## src/rtl/vga_timing_gen.sv

```systemverilog
// vga_timing_gen: raster timing generator for the VGA display path.
// It produces the pixel column/line coordinates, sync, active-video, and
// line/frame strobes. Every output is registered and paced by pix_ce.
// Optional feature: define VGA_FRAME_COUNT_EN to build the 10-bit frame
// counter. When it is undefined, frame_count is tied to zero.
module vga_timing_gen #(
  parameter int   H_ACTIVE = 1280,
  parameter int   H_FP     = 48,
  parameter int   H_SYNC   = 112,
  parameter int   H_BP     = 248,
  parameter int   V_ACTIVE = 1024,
  parameter int   V_FP     = 1,
  parameter int   V_SYNC   = 3,
  parameter int   V_BP     = 38,
  parameter logic SYNC_POL = 1'b1
) (
  input  logic        clk_vga,
  input  logic        reset,
  input  logic        pix_ce,
  output logic [11:0] VGA_HORZ_COORD,
  output logic [11:0] VGA_VERT_COORD,
  output logic        VGA_HS,
  output logic        VGA_VS,
  output logic        VGA_ACTIVE,
  output logic        line_start,
  output logic        frame_start,
  output logic [9:0]  frame_count
);

  localparam int H_TOTAL = H_ACTIVE + H_FP + H_SYNC + H_BP;
  localparam int V_TOTAL = V_ACTIVE + V_FP + V_SYNC + V_BP;

  // The coordinates are 12 bits wide, so neither total may exceed 4096.
  if (H_TOTAL > 4096 || V_TOTAL > 4096 || H_TOTAL < 1 || V_TOTAL < 1) begin : g_bad_totals
    $error("vga_timing_gen: H_TOTAL/V_TOTAL must be in 1..4096");
  end

  localparam logic [11:0] H_LAST = 12'(H_TOTAL - 1);
  localparam logic [11:0] V_LAST = 12'(V_TOTAL - 1);

  // The thresholds are 13 bits wide, so that a sync end of exactly 4096
  // still compares correctly against a zero-extended coordinate.
  localparam logic [12:0] H_ACT_END    = 13'(H_ACTIVE);
  localparam logic [12:0] H_SYNC_START = 13'(H_ACTIVE + H_FP);
  localparam logic [12:0] H_SYNC_END   = 13'(H_ACTIVE + H_FP + H_SYNC);
  localparam logic [12:0] V_ACT_END    = 13'(V_ACTIVE);
  localparam logic [12:0] V_SYNC_START = 13'(V_ACTIVE + V_FP);
  localparam logic [12:0] V_SYNC_END   = 13'(V_ACTIVE + V_FP + V_SYNC);

  logic [11:0] h_q, h_d;
  logic [11:0] v_q, v_d;
  logic        hs_q, hs_d;
  logic        vs_q, vs_d;
  logic        active_q, active_d;
  logic        line_start_q, line_start_d;
  logic        frame_start_q, frame_start_d;
  logic        h_wrap, frame_wrap;
  logic [12:0] h_ext, v_ext;

  // Next counter values. The qualifiers are derived from the *next*
  // coordinates, so they change on the same edge as the coordinates.
  always_comb begin
    // NOTE: every signal gets a default first, so no path can infer a latch.
    h_d           = h_q;
    v_d           = v_q;
    h_wrap        = pix_ce && (h_q == H_LAST);
    frame_wrap    = h_wrap && (v_q == V_LAST);
    line_start_d  = h_wrap;
    frame_start_d = frame_wrap;

    if (pix_ce) begin
      h_d = h_wrap ? 12'd0 : h_q + 12'd1;
    end
    if (h_wrap) begin
      v_d = frame_wrap ? 12'd0 : v_q + 12'd1;
    end

    h_ext    = {1'b0, h_d};
    v_ext    = {1'b0, v_d};
    hs_d     = (h_ext >= H_SYNC_START && h_ext < H_SYNC_END) ? SYNC_POL : ~SYNC_POL;
    vs_d     = (v_ext >= V_SYNC_START && v_ext < V_SYNC_END) ? SYNC_POL : ~SYNC_POL;
    active_d = (h_ext < H_ACT_END) && (v_ext < V_ACT_END);
  end

  // Timing state register; reset takes priority over pix_ce.
  always_ff @(posedge clk_vga) begin
    // NOTE: sequential state uses non-blocking assignments only.
    if (reset) begin
      h_q           <= '0;
      v_q           <= '0;
      hs_q          <= ~SYNC_POL;
      vs_q          <= ~SYNC_POL;
      active_q      <= 1'b1;
      line_start_q  <= 1'b0;
      frame_start_q <= 1'b0;
    end else begin
      h_q           <= h_d;
      v_q           <= v_d;
      hs_q          <= hs_d;
      vs_q          <= vs_d;
      active_q      <= active_d;
      line_start_q  <= line_start_d;
      frame_start_q <= frame_start_d;
    end
  end

`ifdef VGA_FRAME_COUNT_EN
  logic [9:0] frame_count_q, frame_count_d;

  // Frames since reset. The count advances on the frame-wrap edge and wraps modulo 1024.
  always_comb begin
    frame_count_d = frame_count_q + {9'd0, frame_wrap};
  end

  // Frame counter register.
  always_ff @(posedge clk_vga) begin
    if (reset) begin
      frame_count_q <= '0;
    end else begin
      frame_count_q <= frame_count_d;
    end
  end

  assign frame_count = frame_count_q;
`else
  assign frame_count = 10'd0;
`endif

  assign VGA_HORZ_COORD = h_q;
  assign VGA_VERT_COORD = v_q;
  assign VGA_HS         = hs_q;
  assign VGA_VS         = vs_q;
  assign VGA_ACTIVE     = active_q;
  assign line_start     = line_start_q;
  assign frame_start    = frame_start_q;

endmodule

```

## config.mk

```make
export PLATFORM = sky130hd
export DESIGN_NAME = vga_timing_gen
export DESIGN_NICKNAME = d
export VERILOG_FILES = /design/src/rtl/vga_timing_gen.sv
export SDC_FILE = /design/constraint.sdc
export NUM_CORES = 1
export LEC_CHECK = 0
export ABC_AREA = 1
export CORE_MARGIN = 5
export CORE_UTILIZATION = 28
export CTS_BUF_LIST = sky130_fd_sc_hd__clkbuf_8 sky130_fd_sc_hd__clkbuf_16
export DETAILED_ROUTE_END_ITERATION = 10
export HOLD_SLACK_MARGIN = 0.06
export MAX_ROUTING_LAYER = met4
export RECOVER_POWER = 50
export SLEW_MARGIN = 25
export SYNTH_ARGS = -nofsm -noshare
export SYNTH_HDL_FRONTEND = slang
export SYNTH_SLANG_ARGS = --single-unit
```

## constraint.sdc

```tcl
create_clock -name clk_vga -period 1.7 [get_ports clk_vga]
set_input_delay 0.425 -clock clk_vga [delete_from_list [all_inputs] [get_ports clk_vga]]
set_output_delay 0.425 -clock clk_vga [all_outputs]
set_load 0.005 [all_outputs]
```

---- Word level (Yosys, flattened, before mapping) ----
Index checks and enable logic that the tools add are counted.
cells by class
  add/subtract/negate cells ............... 2
  magnitude comparators ................... 6
  eq/ne operators ......................... 2
  muxes and demuxes ....................... 6
  reduce and logical (&&, ||, !) cells .... 5
operators with widths
  cell                     count
  $lt A12 B11 Y1 const B   4
  $mux W12                 4
  $add A12 B1 Y12 const B  2
  $eq A12 B11 Y1 const B   2
  $ge A12 B11 Y1 const B   2
  $logic_and A1 B1 Y1      5
  $mux W1                  2
word-level totals
  register bits after elaboration ......... 29
  bits of input ports ..................... 3
  logic and storage cells ................. 28

---- Depth between registers and ports, before layout ----
Gate-level depths: netlist (run 1).
  depth in word-level cells ............... 8
  mapped depth ............................ 14
  depth with buffers taken out ............ 14

---- Least setup slack after synthesis (run 1) ----
Ideal clock, no wire load.
  path kind ............................... register to register
  from .................................... register h_q[0], in the netlist VGA_HORZ_COORD[0]
  to ...................................... register vs_q, in the netlist VGA_VS
  setup time .............................. 0.062 ns
  data arrival time ....................... 1.503 ns
  data required time ...................... 1.638 ns
  slack ................................... 0.135 ns
  stages on the path, launching flop included .. 13
  buffers on the path ..................... 1
  period minus slack after synthesis ...... 1.565 ns
  cell sequence ........................... dfxtp_1 > ha_1 > nand2_2 > nor2_4 > nand2_4 > nor2_8 > buf_12 > nand3_2 > nand2_2 > nand2_1 > nor2_1 > nand2_1 > nor2_2
on the way
  cells in the longest elaborated chain, start to end .. 8
RTL lines
  element                                           line  source
  start: declaration                                50    logic [11:0] h_q, h_d;
  start signal: assignment                          89    h_q <= '0;
  start signal: assignment                          97    h_q <= h_d;
  $eq A12 B11 Y1 (*)                                66    h_wrap = pix_ce && (h_q == H_LAST);
  $logic_and A1 B1 Y1 (*)                           66
  $logic_and A1 B1 Y1                               67    frame_wrap = h_wrap && (v_q == V_LAST);
  $mux W12                                          75    v_d = frame_wrap ? 12'd0 : v_q + 12'd1;
  $mux W12 (*)                                      74    if (h_wrap) begin
  $ge A12 B11 Y1 or $lt A12 B11 Y1 (tied branches)  81    vs_d = (v_ext >= V_SYNC_START && v_ext < V_SYNC_END) ? SYNC_POL : ~SYNC_POL;
  $logic_and A1 B1 Y1 (*)                           81
  $mux W1 (*)                                       81
  end signal: assignment                            92    vs_q <= ~SYNC_POL;
  end signal: assignment                            100   vs_q <= vs_d;
  end: declaration                                  53    logic vs_q, vs_d;
Every way passes the cells marked *; elsewhere a longest branch is shown, timed or not.
A chain may end at the register's enable or synchronous reset.

---- Final worst setup path (run 1) ----
  from .................................... register h_q[3], in the netlist VGA_HORZ_COORD[3]
  to ...................................... output VGA_HORZ_COORD[3]
RTL lines
  element           line  source
  end: declaration  20    output logic [11:0] VGA_HORZ_COORD,
No word-level cell between the ends.

==> results of run 1 <==
## worst paths after layout
path | start | end | slack, ns | cells after the start
worst min register to register | VGA_HORZ_COORD[0] | VGA_HORZ_COORD[0] | 0.58 | 2
worst min-delay path | pix_ce | VGA_HORZ_COORD[1] | 0.49 | 3
worst max register to register | VGA_HORZ_COORD[1] | VGA_VS | 0.07 | 12
worst max-delay path | VGA_HORZ_COORD[3] | VGA_HORZ_COORD[3] | 0.05 | 1
## flip-flops by register name (all words and copies together), names as in the netlist
| register | count |
|---|---|
| VGA_HORZ_COORD | 12 |
| VGA_VERT_COORD | 12 |
| VGA_ACTIVE | 1 |
| VGA_HS | 1 |
| VGA_VS | 1 |
| frame_start | 1 |
| line_start | 1 |
## cell type report
| type | instances | area, µm² |
|---|---|---|
| well taps | 77 | 96.3 |
| repair buffers | 71 | 642 |
| clock buffers | 5 | 68.8 |
| inverters | 37 | 139 |
| clock inverters | 2 | 35.0 |
| fillers | 636 | 3590 |
| multi-input cells | 191 | 1060 |
| flip-flops and latches | 29 | 604 |
## power groups by stage
stage	logic, µW	clock network, µW	registers, µW
floorplan	41.8	0	703
global placement	62.0	0	701
detailed placement	61.8	0	702
CTS	61.1	715	686
global route	71.1	744	685
finish	61.7	698	686
## per-stage QoR
stage / hold WS, ns / utilization / setup slack, ns / cell area [µm²] / TNS, ns
3_5_place_dp: 0.578 / 0.380 / -0.532 / 2370 / -8.57
5_1_grt: 0.530 / 0.424 / -0.0399 / 2650 / -0.0887
3_3_place_gp: 0.568 / 0.380 / -0.519 / 2370 / -7.92
4_1_cts: 0.588 / 0.400 / -0.00835 / 2500 / -0.00835
6_report: 0.485 / 0.424 / 0.0467 / 2650 / 0
2_1_floorplan: 0.502 / - / 0.135 / 1810 / 0
## per-layer routing
metal | up-vias | global-route usage | routed length [µm]
li1 | 933 | - | -
met1 | 812 | 0.145 | 2070
met2 | 49 | 0.198 | 2230
met3 | 13 | 0.0292 | 217
met4 | 0 | 0.0514 | 114
met5 | - | - | 0
## logic make-up (layout without fill, tap and decap cells)
group / Yosys count / count (layout)
adder cells (fa/ha/maj): 3 / 3
other: 1 / 10
buffers and inverters: 51 / 115
XOR/XNOR: 5 / 5
flip-flops: 29 / 29
AO/OA/AOI/OAI: 8 / 8
AND/OR/NAND/NOR: 165 / 165
## cells in the final DEF (no fill, tap or decap), drive strengths merged
cell type,n
nor3,6
o21ai,6
nand2,75
and3,1
o31ai,1
conb,10
nor2,47
or2,1
buf,40
clkdlybuf4s50,27
ha,3
bufinv,1
nand4,6
dfxtp,29
dlymetal6s2s,3
a31oi,1
nand3b,1
clkinv,1
nand3,27
inv,37
xor2,5
clkbuf,6
nor4,1
## worst reg2reg max path, stage by stage (launching register included)
cell                      delay (ns)
sky130_fd_sc_hd__dfxtp_2        0.35
sky130_fd_sc_hd__ha_4           0.15
sky130_fd_sc_hd__nand2_4        0.07
sky130_fd_sc_hd__inv_2          0.08
sky130_fd_sc_hd__nand3_2        0.06
sky130_fd_sc_hd__inv_2          0.08
sky130_fd_sc_hd__buf_4          0.10
sky130_fd_sc_hd__buf_4          0.09
sky130_fd_sc_hd__nand4_1        0.11
sky130_fd_sc_hd__xor2_1         0.25
sky130_fd_sc_hd__nor2_2         0.07
sky130_fd_sc_hd__nand2_1        0.09
sky130_fd_sc_hd__nor2_2         0.03
## repair_timing
item,in CTS,in global routing
buffers inserted,1,6
pin swaps,1,13
endpoints found under the hold margin,0,0
gates resized for setup,8,43
endpoints found under the setup margin,24,18
==> reports/results.md, run 1 <==
| Item | Reported | Unit |
| --- | --- | --- |
| Maximum clock skew at final layout | 0.00864 | ns |
| Switching pwr | 311 | µW |
| Category of the critical setup timing path | flip-flop to output port | - |
| Share of the clock period used by the worst path after layout | 0.973 | - |
| Number of distinct standard cells referenced by the synthesized netlist | 29 | - |
| Simple-Gate Fraction of Synth Area | 0.457 | - |
| Clock network fraction of design power | 0.483 | - |
| Placeable core area | 0.00624 | mm² |
| Mean routed wirelength per cell | 11.2 | µm |
| CP endpoint kind | output port | - |
| Most instantiated cells after synthesis | 68 x sky130_fd_sc_hd__nand2_1, 37 x sky130_fd_sc_hd__nor2_1, 33 x sky130_fd_sc_hd__inv_1 | - |
| Congestion Overflow GR | 0 | - |
| Number of vias per cell | 4.39 | - |
| Post-synthesis sequential element count | 29 | - |
| Via count of the first global-routing pass | 1664 | - |
| Clock tree from TritonCTS | done | - |
| Hold WC Path Type | input pin to flip-flop | - |
| Final count of hold timing violations | 0 | - |
| Required arrival time at the worst endpoint | 1.27 | ns |
| Layout area overhead | 49.3 | % |
| Count of H-tree levels built during CTS | 2 | - |
| Number of enable-type register cells in the synthesized netlist | 0 | - |
| Number of failing setup endpoints in the final timing report | 0 | - |
| Sequential cell fraction of total power | 0.474 | - |
| WP buf/inv | 1 | - |
| Iteration count of the initial detailed-routing pass | 4 | - |
| Setup repair after global routing missed its margin | true | - |
| Synthesis Warnings | 0 | - |
| Cts bufs inserted | 5 | - |
| Leading area contributor after synthesis | sky130_fd_sc_hd__dfxtp_1 | - |
| Maximum clock rate | 0.605 | GHz |
| Proportion of netlist area held by the largest area contributor | 0.327 | - |
| Fraction of final layout cells with drive strength greater than 1 | 0.331 | - |
| Clock-pin transition on the worst setup and hold timing paths | 0.07 | ns |
| Category of cells accounting for the largest share of critical-path delay | buffers and inverters | - |
| Synthesized-area fraction occupied by adder cells | 0.0212 | - |
| Routability congestion estimate from global placement | 0.861 | - |
| Power density over the cells | 546 | mW/mm² |
| IO buf count | 31 | - |
| Die extent in x | 89.6 | µm |
| Post-layout net count | 341 | - |
| Internal portion of total power | 1130 | µW |
| Count of antenna-violating nets left after detailed routing | 0 | - |
| Combinational family with the most area after synthesis | simple AND/OR/NAND/NOR gates | - |
| Fraction of synthesis flops using an asynchronous set or reset pin | 0 | - |
| CTS root buf | sky130_fd_sc_hd__clkbuf_8 | - |
| Switching part of the total power | 0.215 | - |
| Mapped cell area | 0.00177 | mm² |
| Worst ir drop on vdd | 416 | µV |
| Count of pins on the block boundary | 42 | - |
| Detailed placement HPWL | 3.54 | mm |
| Sequential area share after synthesis | 0.327 | - |
| Count of hold-fix buffers inserted at cts | 0 | - |
| Synth Area in XOR/XNOR | 0.0247 | - |
| Cell row count | 29 | - |
| Slew Viols, Final | 0 | - |
| Post-route DRC | 0 | - |
| Clock latency on the worst-skew pair | 0.29 | ns |
| Total routed wirelength | 4.63 | mm |
| Maximum buffer depth of the clock tree | 2 | - |
| Power share of the combinational group | 0.043 | - |
| Antenna violations before repair | 0 | - |
| Slowest cell on the critical path | sky130_fd_sc_hd__clkdlybuf4s50_1 | - |
| Largest stage delay, worst path | 0.54 | ns |
| Startpoint type of the worst setup path | flip-flop | - |
| Average cell area after synthesis | 6.77 | µm² |
| Flip-flop cell with the highest count after synthesis | sky130_fd_sc_hd__dfxtp_1 | - |
| Starting utilization of the core area | 0.284 | - |
| Total GRT Usage | 0.123 | - |
| Endpoint arrival time on the critical path | 1.23 | ns |
| Crit path max fanout | 4 | - |
| Antenna cells | 0 | - |
| Clock sink count | 29 | - |
| Area contributors post-synth | sky130_fd_sc_hd__dfxtp_1 33%, sky130_fd_sc_hd__nand2_1 14%, sky130_fd_sc_hd__nor2_1 7.8% | - |
| Total vias in the final route | 1807 | - |
| Chip Height | 89.6 | µm |
| Max-cap violation count | 0 | - |
| Number of DRC violations after detailed-routing iteration 0 | 87 | - |
| Area fraction in compound gates after synthesis | 0.0247 | - |
| Status | completed | - |
| Power after layout | 1450 | µW |
| Post-route non-filler standard cell count | 412 | - |
| Dpl cells | 398 | - |
| Crit path cell chain | clkdlybuf4s50_1 | - |
| Cell with the most instances after synthesis | sky130_fd_sc_hd__nand2_1 | - |
| Multiplexer area fraction after synthesis | 0 | - |
| Number of instances in the synthesized netlist | 262 | - |
| Post-layout min period | 1.65 | ns |
| Global-route wire length before repair | 7.39 | mm |
| Leakage power total | 0.00133 | µW |
| Die footprint | 0.00802 | mm² |
| Largest net degree at the start of global routing | 17 | - |
No activity file was read; power rests on OpenSTA's default activity.
==> inputs of run 2 (changes only) <==
--- a/config.mk
+++ b/config.mk
@@ -6,6 +6,7 @@
 export NUM_CORES = 1
 export LEC_CHECK = 0
 export ABC_AREA = 1
+export CAP_MARGIN = 5
 export CORE_MARGIN = 5
 export CORE_UTILIZATION = 28
 export CTS_BUF_LIST = sky130_fd_sc_hd__clkbuf_8 sky130_fd_sc_hd__clkbuf_16
==> results of run 2 <==
Final layout, timing and power as in run 1 (identical DEF).
==> inputs of run 3 (changes only) <==
--- a/config.mk
+++ b/config.mk
@@ -7,12 +7,13 @@
 export LEC_CHECK = 0
 export ABC_AREA = 1
 export CAP_MARGIN = 5
-export CORE_MARGIN = 5
-export CORE_UTILIZATION = 28
+export CORE_MARGIN = 4
+export CORE_UTILIZATION = 50
 export CTS_BUF_LIST = sky130_fd_sc_hd__clkbuf_8 sky130_fd_sc_hd__clkbuf_16
 export DETAILED_ROUTE_END_ITERATION = 10
 export HOLD_SLACK_MARGIN = 0.06
 export MAX_ROUTING_LAYER = met4
+export PLACE_DENSITY = 0.8
 export RECOVER_POWER = 50
 export SLEW_MARGIN = 25
 export SYNTH_ARGS = -nofsm -noshare
==> run 3 against run 2 <==
Compared with the run above: the flow now finishes with violations (setup timing); power is 12% higher; global-route usage is 12 points higher; critical path depth is 10 higher; critical endpoint is now VGA_ACTIVE; largest cell class unchanged.
==> reports/results.md, run 3 (synthesized netlist as in run 1, its figures left out) <==
| Item | Reported | Unit | vs previous |
| --- | --- | --- | --- |
| Status | complete, but fails checks | - |  |
| Failing checks | setup timing | - |  |
| Count of pins on the block boundary | 42 | - | unchanged |
| Cell row count | 21 | - | -28% |
| Reg2Reg Launch Point | VGA_VERT_COORD[0] | - |  |
| Total vias in the final route | 1976 | - | +9.4% |
| Worst-case reg-to-reg path depth | 11 | - | -1 |
| Slew Viols, Final | 0 | - | unchanged |
| Worst slack on hold paths | 0.574 | ns | +0.0890 ns |
| Via count of the first global-routing pass | 1842 | - | +11% |
| Required arrival time at the worst endpoint | 1.88 | ns | +0.61 ns |
| Commonest non-fill, non-tap cell in the layout | sky130_fd_sc_hd__nand2_1 | - |  |
| Fraction of final layout cells with drive strength greater than 1 | 0.349 | - | +0.0176 |
| Maximum buffer depth of the clock tree | 2 | - | unchanged |
| Count of antenna-violating nets left after detailed routing | 0 | - | unchanged |
| Clock-pin transition on the worst setup and hold timing paths | 0.07 | ns | about the same |
| CTS root buf | sky130_fd_sc_hd__clkbuf_8 | - |  |
| IO buf count | 31 | - | unchanged |
| CP endpoint kind | flip-flop | - |  |
| Power after layout | 1620 | µW | +12% |
| Max-cap violation count | 0 | - | unchanged |
| Setup repair after global routing missed its margin | true | - |  |
| Placement-stage worst setup slack | -0.598 | ns | -0.0665 ns |
| Commonest cells after routing, fill and taps aside | 63 x sky130_fd_sc_hd__nand2_1, 42 x sky130_fd_sc_hd__buf_4, 34 x sky130_fd_sc_hd__nor2_1, 29 x sky130_fd_sc_hd__inv_1, 25 x sky130_fd_sc_hd__clkdlybuf4s50_1 | - |  |
| Total routed wirelength | 5.58 | mm | +21% |
| Detailed placement HPWL | 3.51 | mm | -0.76% |
| Beginning of the critical path | VGA_VERT_COORD[0] | - |  |
| Post-layout net count | 346 | - | +1.5% |
| Startpoint type of the worst setup path | flip-flop | - |  |
| Hold WC Path Type | flip-flop to flip-flop | - |  |
| End of the worst register-to-register path | VGA_ACTIVE | - |  |
| Placeable core area | 0.00339 | mm² | -46% |
| Leakage power total | 0.00137 | µW | +3.1% |
| Clock sink count | 29 | - | unchanged |
| Category of the critical setup timing path | flip-flop to flip-flop | - |  |
| Count of hold-fix buffers inserted at cts | 0 | - | unchanged |
| Crit path max fanout | 3 | - | -1 |
| Post-route DRC | 0 | - | unchanged |
| Share of the clock period used by the worst path after layout | 1.00 | - | +0.0292 |
| Worst ir drop on vdd | 499 | µV | +20% |
| Cts bufs inserted | 5 | - | unchanged |
| Die footprint | 0.00456 | mm² | -43% |
| Number of failing setup endpoints in the final timing report | 1 | - | +1 |
| Endpoint arrival time on the critical path | 1.89 | ns | +0.66 ns |
| Largest net degree at the start of global routing | 11 | - | -6 |
| Iteration count of the initial detailed-routing pass | 5 | - | +1 |
| Power density over the cells | 602 | mW/mm² | +10% |
| Number of DRC violations after detailed-routing iteration 0 | 192 | - | +120% |
| Congestion Overflow GR | 0 | - | unchanged |
| Die extent in x | 67.5 | µm | -25% |
| Number of vias per cell | 5.11 | - | +16% |
| Clock latency on the worst-skew pair | 0.29 | ns | about the same |
| Starting utilization of the core area | 0.523 | - | +0.239 |
| Count of H-tree levels built during CTS | 2 | - | unchanged |
| Chip Height | 67.5 | µm | -25% |
| Critical path destination | VGA_ACTIVE | - |  |
| Minimum setup slack in the final design | -0.00301 | ns | -0.0497 ns |
| Mean routed wirelength per cell | 14.4 | µm | +28% |
| Total Negative Setup Slacks | -0.00301 | ns | -0.00301 ns |
| Antenna violations before repair | 0 | - | unchanged |
| Global-route wire length before repair | 8.21 | mm | +11% |
| Post-layout min period | 1.70 | ns | +0.0497 ns |
| Antenna cells | 0 | - | unchanged |
| Final count of hold timing violations | 0 | - | unchanged |
| Routability congestion estimate from global placement | 0.920 | - | +6.9% |
| Setup slack on the worst flop-to-flop path | -0.003 | ns | -0.07 ns |
| Layout area overhead | 51.4 | % |  |
| Maximum clock skew at final layout | 0.00638 | ns | -0.00225 ns |
| Count of filler cells inserted in the layout | 212 | - | -67% |
| Maximum clock rate | 0.587 | GHz | -2.9% |
| Total GRT Usage | 0.244 | - | +0.122 |
| Clock tree from TritonCTS | done | - |  |
run 3: routing by layer:
layer | GRT usage | up-vias | share of wire
met4 | 0.0835 | 0 | 0.015
met1 | 0.297 | 925 | 0.42
met2 | 0.392 | 91 | 0.50
met5 | - | - | 0
met3 | 0.0616 | 13 | 0.062
li1 | - | 947 | -
run 3: layout make-up:
cell class	count	area (µm²)	share of cell area
Tap cell	46	57.6	0.0214
Sequential cell	29	602	0.224
Multi-Input combinational cell	191	1080	0.404
Timing Repair Buffer	76	667	0.248
Clock buffer	5	68.8	0.0256
Clock inverter	3	65.1	0.0242
Inverter	37	139	0.0517
run 3: repair_timing:
item	CTS	global route
pin swaps	5	13
buffers inserted	3	7
endpoints found under the setup margin	17	11
gates resized for setup	19	35
run 3: worst min path at each step:
stage | start | end | slack, ns | cells past startpoint
after floorplan | reset | VGA_HORZ_COORD[4] | 0.50 | 1
after global placement | VGA_HORZ_COORD[0] | VGA_HORZ_COORD[0] | 0.56 | 2
after detailed placement | VGA_HORZ_COORD[0] | VGA_HORZ_COORD[0] | 0.58 | 2
after CTS | VGA_HORZ_COORD[4] | line_start | 0.57 | 2
after global routing | VGA_HORZ_COORD[4] | line_start | 0.60 | 2
final | VGA_HORZ_COORD[6] | VGA_HORZ_COORD[6] | 0.57 | 2
run 3: metrics by stage:
stage          instances  utilization  cell area (µm²)
5_1_grt              387        0.792             2680
2_1_floorplan        271            -             1810
3_3_place_gp         369        0.689             2340
4_1_cts              380        0.749             2540
3_5_place_dp         369        0.689             2340
6_report             387        0.792             2680
run 3: power by group:
group          total (µW)  switching, µW  internal (µW)  leakage [µW]
Sequential            689           4.97            684      0.000242
Clock                 864            282            582     0.0000681
Combinational        64.2           36.4           27.8       0.00106
Total                1620            323           1290       0.00137
run 3: critical path, stage by stage, from the launching register on:
cell	delay, ns
sky130_fd_sc_hd__dfxtp_2	0.35
sky130_fd_sc_hd__ha_1	0.19
sky130_fd_sc_hd__nand3_2	0.10
sky130_fd_sc_hd__inv_2	0.10
sky130_fd_sc_hd__nand2_1	0.11
sky130_fd_sc_hd__nor2_2	0.18
sky130_fd_sc_hd__nand2_1	0.08
sky130_fd_sc_hd__nand2_1	0.08
sky130_fd_sc_hd__nand3_2	0.12
sky130_fd_sc_hd__nand2_2	0.10
sky130_fd_sc_hd__nand3b_1	0.14
sky130_fd_sc_hd__nand2_1	0.06
